[config.mk]
export PLATFORM = sky130hd
export DESIGN_NAME = store_buffer
export DESIGN_NICKNAME = d
export VERILOG_FILES = /design/src/rtl/mem_pkg.sv /design/src/rtl/store_fifo.sv /design/src/rtl/store_buffer.sv
export SDC_FILE = /design/constraint.sdc
export NUM_CORES = 1
export LEC_CHECK = 0
export BUFFER_PORTS_ARGS = -buffer_cell sky130_fd_sc_hd__buf_2
export CAP_MARGIN = 15
export CELL_PAD_IN_SITES_DETAIL_PLACEMENT = 0
export CELL_PAD_IN_SITES_GLOBAL_PLACEMENT = 2
export CORE_MARGIN = 2
export CORE_UTILIZATION = 45
export CTS_BUF_LIST = sky130_fd_sc_hd__clkbuf_8
export DETAILED_ROUTE_END_ITERATION = 8
export PLACE_DENSITY = 0.83
export REMOVE_ABC_BUFFERS = 1
export SYNTH_ARGS = -nofsm -noshare
export SYNTH_HDL_FRONTEND = slang
export SYNTH_SLANG_ARGS = --single-unit
[constraint.sdc]
create_clock -name clk -period 5.9 [get_ports clk]
set_input_delay 0.59 -clock clk [delete_from_list [all_inputs] [get_ports clk]]
set_output_delay 0.59 -clock clk [all_outputs]
set_load 0.05 [all_outputs]
[src/rtl/mem_pkg.sv]
// Shared memory-side types and constants for the core's posted-write path.
// Used by store_buffer (forwarding macro: STORE_BUFFER_FORWARD_EN) and store_fifo.
package mem_pkg;

    localparam int SB_DEPTH_DEFAULT = 4;
    localparam int WORD_LSB         = 2;

    // Native 32-bit core store as it leaves the buffer.
    typedef struct packed {
        logic [31:0] addr;
        logic [31:0] data;
    } store_entry_t;

endpackage

[src/rtl/store_fifo.sv]
// In-order entry storage for the store buffer: pointers, occupancy and full/empty.
// Push is ignored when full and pop is ignored when empty.
module store_fifo
    import mem_pkg::*;
#(
    parameter int DEPTH = SB_DEPTH_DEFAULT,
    parameter int AW    = 32,
    parameter int DW    = 32,
    localparam int PW   = $clog2(DEPTH),
    localparam int CW   = $clog2(DEPTH + 1)
) (
    input  logic                      clk,
    input  logic                      reset,
    input  logic                      push,
    input  logic [AW-1:0]             push_addr,
    input  logic [DW-1:0]             push_data,
    input  logic                      pop,
    output logic                      full,
    output logic                      empty,
    output logic [CW-1:0]             count,
    output logic [PW-1:0]             rd_ptr,
    output logic [DEPTH-1:0][AW-1:0]  entry_addr,
    output logic [DEPTH-1:0][DW-1:0]  entry_data
);

    logic [PW-1:0] wr_ptr;
    logic          do_push;
    logic          do_pop;

    assign full    = (count == CW'(DEPTH));
    assign empty   = (count == '0);
    assign do_push = push && !full;
    assign do_pop  = pop && !empty;

    // Entries are cleared on reset so the head/forward outputs read zero.
    always_ff @(posedge clk or negedge reset) begin
        if (!reset) begin
            wr_ptr     <= '0;
            rd_ptr     <= '0;
            count      <= '0;
            entry_addr <= '0;
            entry_data <= '0;
        end else begin
            if (do_push) begin
                entry_addr[wr_ptr] <= push_addr;
                entry_data[wr_ptr] <= push_data;
                wr_ptr             <= wr_ptr + PW'(1);
            end
            if (do_pop) begin
                rd_ptr <= rd_ptr + PW'(1);
            end
            if (do_push && !do_pop) begin
                count <= count + CW'(1);
            end else if (!do_push && do_pop) begin
                count <= count - CW'(1);
            end
        end
    end

endmodule

[src/rtl/store_buffer.sv]
// Posted-write buffer between the core and data memory, drained in store order.
// Define STORE_BUFFER_FORWARD_EN to build load forwarding; otherwise ld_hit/ld_data read 0.
module store_buffer
    import mem_pkg::*;
#(
    parameter int DEPTH = SB_DEPTH_DEFAULT,
    parameter int AW    = 32,
    parameter int DW    = 32,
    localparam int CW   = $clog2(DEPTH + 1)
) (
    input  logic          clk,
    input  logic          reset,
    input  logic          cpu_we,
    input  logic [AW-1:0] cpu_addr,
    input  logic [DW-1:0] cpu_wdata,
    output logic          cpu_stall,
    input  logic [AW-1:0] ld_addr,
    output logic          ld_hit,
    output logic [DW-1:0] ld_data,
    output logic          mem_valid,
    output logic [AW-1:0] mem_addr,
    output logic [DW-1:0] mem_wdata,
    input  logic          mem_ready,
    output logic [CW-1:0] count
);

    localparam int PW = $clog2(DEPTH);

    logic                     full;
    logic                     empty;
    logic [PW-1:0]            rd_ptr;
    logic [DEPTH-1:0][AW-1:0] entry_addr;
    logic [DEPTH-1:0][DW-1:0] entry_data;
    logic                     unused_ld;

    // Memory handshake: the head transfers on a cycle with mem_valid && mem_ready;
    // mem_valid stays high and mem_addr/mem_wdata hold until that happens.
    assign mem_valid = !empty;
    assign mem_addr  = entry_addr[rd_ptr];
    assign mem_wdata = entry_data[rd_ptr];

    // No full-bypass: a dequeue in the same cycle does not free a slot for the core.
    assign cpu_stall = cpu_we && full;

    store_fifo #(
        .DEPTH (DEPTH),
        .AW    (AW),
        .DW    (DW)
    ) u_fifo (
        .clk        (clk),
        .reset      (reset),
        .push       (cpu_we),
        .push_addr  (cpu_addr),
        .push_data  (cpu_wdata),
        .pop        (mem_valid && mem_ready),
        .full       (full),
        .empty      (empty),
        .count      (count),
        .rd_ptr     (rd_ptr),
        .entry_addr (entry_addr),
        .entry_data (entry_data)
    );

`ifdef STORE_BUFFER_FORWARD_EN
    logic [PW-1:0] fwd_idx;

    // Scan oldest to youngest so the last match, nearest wr_ptr, wins.
    always_comb begin
        ld_hit  = 1'b0;
        ld_data = '0;
        fwd_idx = '0;
        for (int k = 0; k < DEPTH; k++) begin
            fwd_idx = rd_ptr + PW'(k);
            if ((CW'(k) < count) &&
                (entry_addr[fwd_idx][AW-1:WORD_LSB] == ld_addr[AW-1:WORD_LSB])) begin
                ld_hit  = 1'b1;
                ld_data = entry_data[fwd_idx];
            end
        end
    end

    assign unused_ld = ^ld_addr[WORD_LSB-1:0];
`else
    assign ld_hit    = 1'b0;
    assign ld_data   = '0;
    assign unused_ld = ^ld_addr;
`endif

endmodule

==> results by group, run 1 <==
Synth
  – Simple-Gate Fraction of Synth Area: less than 1%
  – Synth Area per Inst: approximately 17 um2
  – Top cells by area, synth: dfrtp_1 (56%), mux2_2 (25%), mux4_2 (12%), clkbuf_8 (2.8%), buf_4 (2.1%)
  – Sequential share of the synthesized area: 55.7%
  – Synth top area share: between 50% and 60%
  – Post-Synth Adder-Cell Area: less than 1%
  – Main combinational cell family by area after synthesis: multiplexers
  – Yosys top cell by area: dfrtp_1
  – Top FF cell, synth: dfrtp_1
  – Post-synth EDFFs: 0
  – Post-synth top cells: dfrtp_1 (263), mux2_2 (258), mux4_2 (64)
  – Syn Inst Count: 687
  – Share of flip-flops with an asynchronous set or reset: 100%
  – #FFs+latches synth: 263
  – Compound-Gate Fraction of Synth Area: 0%
  – Synth warnings: 0
  – Mux contribution to synthesized area: between 30% and 40%
  – Synth Cell Area: roughly 12000 um2
  – Count leader, synth: dfrtp_1
  – Post-Synth XOR/XNOR Area: less than 1%
  – Post-synth cell types: 22

STA
  – Final setup viols: 0
  – Period utilisation layout: around three fifths
  – Worst Clk Skew: between 0.03 and 0.04 ns
  – Fin Setup TNS: 0 ns
  – RSZ-0062 raised after global routing: no
  – Slew HR: between 20% and 30%
  – Final worst path period need: between 3 and 4 ns
  – Final slew viol count: 0
  – Fmax: roughly 0.28 GHz
  – Fin. Hold Viols: 0
  – Tightest Pin Transition: ~1.1 ns

Drt
  – DRT met1 WL: ~10 mm
  – Via density: 5.29
  – First-pass DRT Iterations: 4
  – DRT antenna net count: 0
  – Routed len/inst: roughly 20 um
  – DR DRC count: 0
  – Max Used Layer: met5
  – DR WL met3: 1.25 mm
  – First-iteration detailed-routing DRC count: 228
  – Via count: about 6.4k
  – Drt total wl: 24.1 mm
  – Metal2 WL: between 10 and 15 mm

Worst setup path
  – Critical Path Source Type: flop
  – CP max stage cell: dfrtp_4
  – R2r worst-path depth: 6
  – Worst endpoint required time: roughly 5.3 ns
  – Critical path arrival: 3.02 ns
  – Worst-path fanout max: 40
  – Crit Path Class: reg -> out
  – Reg2Reg Launch Point: u_fifo.wr_ptr[0]
  – Buf+Inv Stages, Crit Path: 2
  – R2r endpoint: u_fifo.entry_addr[92]
  – Largest delay share family, worst path: flip-flops
  – CP Cell Sequence: buf_4, mux4_2, buf_2
  – Flop2flop setup slack: roughly 3.1 ns
  – Crit end category: output pin
  – CP peak stage delay: 1.02 ns

Clock network
  – Hold buffer count at cts: 0
  – Clk sink count: approximately 260
  – Post-CTS Repair Setup Buffers: 0
  – CTS tree: built
  – Longest Clk Path Bufs: 3
  – Worst-skew pair later-pin latency: roughly 0.55 ns
  – Resize count post-CTS: 0
  – Root Buffer: clkbuf_8
  – Clock buffers created by TritonCTS: 46
  – Clock-pin transition on the worst setup and hold timing paths: roughly 0.06 ns
  – Htree depth: 2

Layout
  – Footprint of the multi-input gates: 4710 um2
  – # fillers: between 2k and 2.5k
  – Net count, final: between 900 and 1k
  – Sequential cell area: 6590 um2
  – Share of layout cells above drive strength 1: around 62%
  – Area Growth Syn to Fin: 13.6%

Global route
  – GRT Util Overall: 17.8%
  – First-pass GRT wire length: approximately 40 mm
  – Number of global-route vias before repair: about 7.3k
  – Antenna violations before repair: 4
  – Total gr overflow: 0
  – Largest net degree at the start of global routing: ~150

Min path
  – HP Class: in -> async

Placed design
  – IO buf count: roughly 140
  – GPL Wtd Cong: approximately 0.73
  – Dpl hpwl: 14.5 mm

Die
  – CORE AREA: between 20000 and 30000 um2
  – Initial core utilization: 45.6%
  – Die area: approximately 28000 um2
  – # IOs: roughly 200
  – Row count: slightly below 60
  – Die Y: between 150 and 200 um
  – Die width: between 150 and 200 um

Run status
  – Status: finished, final reports clean

Job
  – Maxcap violations: 0
## per-stage QoR
| stage | utilization [%] | setup WS, ns | hold slack [ns] | cells | area, um2 |
|---|---|---|---|---|---|
| after CTS | 51.7 | 2.16 | 0.131 | 1205 | 13400 |
| final | 51.8 | 2.29 | 0.0964 | 1208 | 13400 |
| after floorplan | - | 1.91 | 0.294 | 648 | 11300 |
| after global routing | 51.7 | 2.03 | 0.141 | 1205 | 13400 |
| after detailed placement | 48.2 | 2.75 | 0.491 | 1125 | 12500 |
| after global placement | 48.2 | 2.72 | 0.483 | 1125 | 12500 |
## metal layers
layer,up-vias,track usage [%]
met1,3408,22.9
li1,2785,-
met3,36,4.65
met4,4,4.76
met5,-,0
met2,153,30.2
## worst register-to-register path: stages, from the launching register on
cell and delay (ns):
dfrtp_1 0.40, inv_1 0.12, ha_1 0.16, nand2_1 0.08, nor2_4 0.84, buf_4 0.67, mux2_2 0.43
## worst max-delay path by stage
stage / startpoint / to / slack, ns / cells past startpoint
floorplan: u_fifo.rd_ptr[0] / mem_addr[0] / 1.91 / 1
global placement: u_fifo.rd_ptr[0] / mem_wdata[19] / 2.72 / 3
detailed placement: u_fifo.rd_ptr[0] / mem_wdata[19] / 2.75 / 3
CTS: u_fifo.rd_ptr[0] / mem_wdata[19] / 2.16 / 3
global route: u_fifo.rd_ptr[0] / mem_addr[11] / 2.03 / 3
finish: u_fifo.rd_ptr[0] / mem_wdata[30] / 2.29 / 3
## cells in the final DEF (no fill, tap or decap), drive strengths merged
cell,Yosys,routed
mux4,64,64
and2,1,1
xnor2,4,4
clkinvlp,0,1
nand2,5,5
nor3b,1,1
xor2,2,2
buf,43,142
diode,0,3
mux2,258,258
fa,1,1
ha,5,5
dfrtp,263,263
or3,1,1
nor2,5,5
clkbuf,28,61
clkinv,0,4
nand3,1,1
and2b,1,1
conb,1,33
inv,3,17
## state kept, by name, indices dropped and copies added, names as in the netlist
signal and flops:
u_fifo.count 3, u_fifo.entry_addr 128, u_fifo.entry_data 128, u_fifo.rd_ptr 2
u_fifo.wr_ptr 2
## area by class of cell
class                   count  area share (%)
flip-flops and latches    263            49.1
multi-input cells         382            35.2
clock buffers              61            6.26
repair buffers            142            5.58
well taps                 335            3.13
clock inverters            19           0.597
inverters                   3          0.0840
diodes                      3          0.0560
## kinds of logic (layout without fill, tap and decap cells)
logic type / after synthesis / count (layout)
DFF: 263 / 263
xor gates and xnor gates: 6 / 6
and+or+nand+nor: 15 / 15
other: 1 / 36
muxes: 322 / 322
buffers and inverters: 74 / 225
adders and majority gates: 6 / 6
Power of run 1 is left out: the tool's default activity adds up to more than one toggle a clock period on the data nets, which glitch-free logic cannot reach.
==> run 2: changes to the inputs <==
ABC_AREA = 1   (was default)
CORE_UTILIZATION = 35   (was 45)
PLACE_DENSITY = 0.79   (was 0.83)
clock period = 3.6 ns   (was 5.9 ns; I/O delays follow)
==> results by group, run 2 <==
Run status
  – Status: finished, final reports clean

Die
  – Die width: between 150 and 200 um
  – CORE AREA: ~37000 um2
  – Row count: just over 70
  – Die area: 39300 um2
  – Initial core utilization: between 30% and 40%
  – Die Y: ~200 um
  – # IOs: 202

Worst setup path
  – Critical path arrival: around 2.7 ns
  – Worst-path fanout max: between 40 and 50
  – Worst endpoint required time: between 3 and 4 ns
  – Crit end category: output pin
  – Crit Path Class: reg -> out
  – Critical Path Source Type: flop

Job
  – Maxcap violations: 0

Clock network
  – Longest Clk Path Bufs: 3
  – Clk sink count: around 260
  – Resize count post-CTS: 0
  – Clock-pin transition on the worst setup and hold timing paths: approximately 0.06 ns
  – Clock buffers created by TritonCTS: just under 50
  – CTS tree: built
  – Post-CTS Repair Setup Buffers: 0
  – Worst-skew pair later-pin latency: 0.62 ns
  – Root Buffer: clkbuf_8
  – Htree depth: 2

Synth
  – Synth Cell Area: about 13000 um2
  – Sequential share of the synthesized area: 49.8%
  – Top cells by area, synth: dfrtp_1 (50%), nand2_1 (15%), nand4_1 (12%), o21ai_0 (6.7%), nor2_1 (5.5%)
  – #FFs+latches synth: about 260
  – Top FF cell, synth: dfrtp_1
  – Count leader, synth: nand2_1
  – Share of flip-flops with an asynchronous set or reset: 100%
  – Post-synth EDFFs: 0
  – Post-synth top cells: nand2_1 (535), dfrtp_1 (263), nand4_1 (257)
  – Synth Area per Inst: 8.00 um2
  – Yosys top cell by area: dfrtp_1
  – Synth top area share: 49.8%
  – Syn Inst Count: 1653
  – Synth warnings: 0
  – Post-synth cell types: 20

STA
  – Period utilisation layout: between 80% and 90%
  – Tightest Pin Transition: 1.15 ns
  – Final worst slack: approximately 0.54 ns
  – Final worst path period need: 3.06 ns
  – Final slew viol count: 0
  – Worst Clk Skew: about 0.029 ns
  – Worst-case hold slack: around 0.039 ns
  – Final setup viols: 0
  – RSZ-0062 raised after global routing: no
  – Fin Setup TNS: 0 ns
  – Fmax: 0.327 GHz
  – Fin. Hold Viols: 0
  – Slew HR: 23.4%

Drt
  – Routed len/inst: approximately 19 um
  – Via density: 5.20
  – First-iteration detailed-routing DRC count: roughly 830
  – DR DRC count: 0
  – Via count: roughly 12k
  – First-pass DRT Iterations: 7
  – DRT antenna net count: 0
  – Drt total wl: 42.2 mm

Global route
  – Largest net degree at the start of global routing: 131
  – Number of global-route vias before repair: around 11k
  – GRT Util Overall: 21.7%
  – First-pass GRT wire length: between 60 and 70 mm
  – Total gr overflow: 0
  – Antenna violations before repair: 3

Pwr
  – Pwr/cell area: 1100 nW/um2
  – Maximum vdd ir drop: about 640 uV
  – Pleak: between 7 and 8 nW

Layout
  – Area Growth Syn to Fin: 13.9%
  – Commonest non-fill, non-tap cell in the layout: nand2_1
  – Util after Layout: 40.3%
  – Share of layout cells above drive strength 1: 13.5%
  – Most frequent cells in the layout: nand2_1 (534), dfrtp_1 (262), nand4_1 (257)
  – Net count, final: 1840
  – Top Registers: u_fifo.entry_addr (128), u_fifo.entry_data (128), u_fifo.count (3)

Placed design
  – Pre-CTS WS: around 1.2 ns
  – GPL Wtd Cong: 0.694
  – IO buf count: between 100 and 150
  – Dpl hpwl: roughly 21 mm

Min path
  – HP Class: in -> reg
[run 2: cell types whose count changed after synthesis, moves of 24 or more]
cell	delta
buf_2	+78
clkbuf_8	-24
mux2_2	-258
mux4_2	-64
nand2_1	+530
nand4_1	+257
nor2_1	+193
o21ai_0	+177
[run 2: worst max-delay path: stages (launching register included)]
cell and delay, ns:
dfrtp_1 0.41, inv_4 0.44, buf_4 0.36, o21ai_0 0.13, o21ai_0 0.38, buf_2 0.35
[run 2: worst paths after layout]
kind	from	to	slack, ns	cells after the start
setup / recovery	u_fifo.rd_ptr[1]	mem_addr[12]	0.54	5
min in group asynchronous	reset	u_fifo.entry_addr[8]	0.40	2
setup reg to reg	u_fifo.count[0]	u_fifo.entry_data[105]	1.17	6
hold / removal	cpu_addr[3]	u_fifo.entry_addr[67]	0.04	3
hold reg to reg	u_fifo.entry_data[122]	u_fifo.entry_data[122]	0.46	2
max in group asynchronous	reset	u_fifo.entry_addr[69]	2.19	3
[run 2: final cells by class]
cell class              count  area, um2
inverters                  10       42.5
repair buffers            184       1190
clock buffers              61        840
fillers                  3926      22300
multi-input cells        1226       5670
clock inverters            24       95.1
diodes                      1       2.50
well taps                 511        639
flip-flops and latches    263       6590
[run 2: report_power, final]
| group | total [mW] | switching [mW] | internal [mW] |
|---|---|---|---|
| registers | 5.00 | 0.681 | 4.32 |
| logic | 8.71 | 6.64 | 2.07 |
| clock network | 2.78 | 1.28 | 1.51 |
[run 2: through the flow]
step / area, um2 / power [mW] / std cells
floorplan: 12200 / 11.1 / 1499
global placement: 13900 / 13.7 / 2173
detailed placement: 13900 / 13.8 / 2173
CTS: 15100 / 16.7 / 2279
global route: 15100 / 17.8 / 2280
finish: 15100 / 16.5 / 2280
[run 2: per-layer routing]
metal / routed length [um] / part of all wire (%) / track usage, %
met5: 34 / 0.081 / 0
met4: 713 / 1.7 / 5.18
met1: 19400 / 46 / 31.0
met3: 2460 / 5.8 / 3.80
met2: 19600 / 47 / 34.3
[run 2: kinds of logic (layout without fill, tap and decap cells)]
group / after synthesis / in the layout / share of synthesized area, %
AO/OA/AOI/OAI: 192 / 192 / 7.27
buffers and inverters: 196 / 279 / 8.69
other: 1 / 34 / 0.0284
XOR/XNOR: 1 / 1 / 0.0663
adder cells (fa/ha/maj): 6 / 6 / 0.625
flip-flops: 263 / 263 / 49.8
AND/OR/NAND/NOR: 994 / 994 / 33.5
[run 2: timing repair]
action,in CTS,in global routing
endpoints found under the hold margin,142,0
setup endpoints to repair,0,0
hold buffers,21,0
No activity file was read; power rests on OpenSTA's default activity.
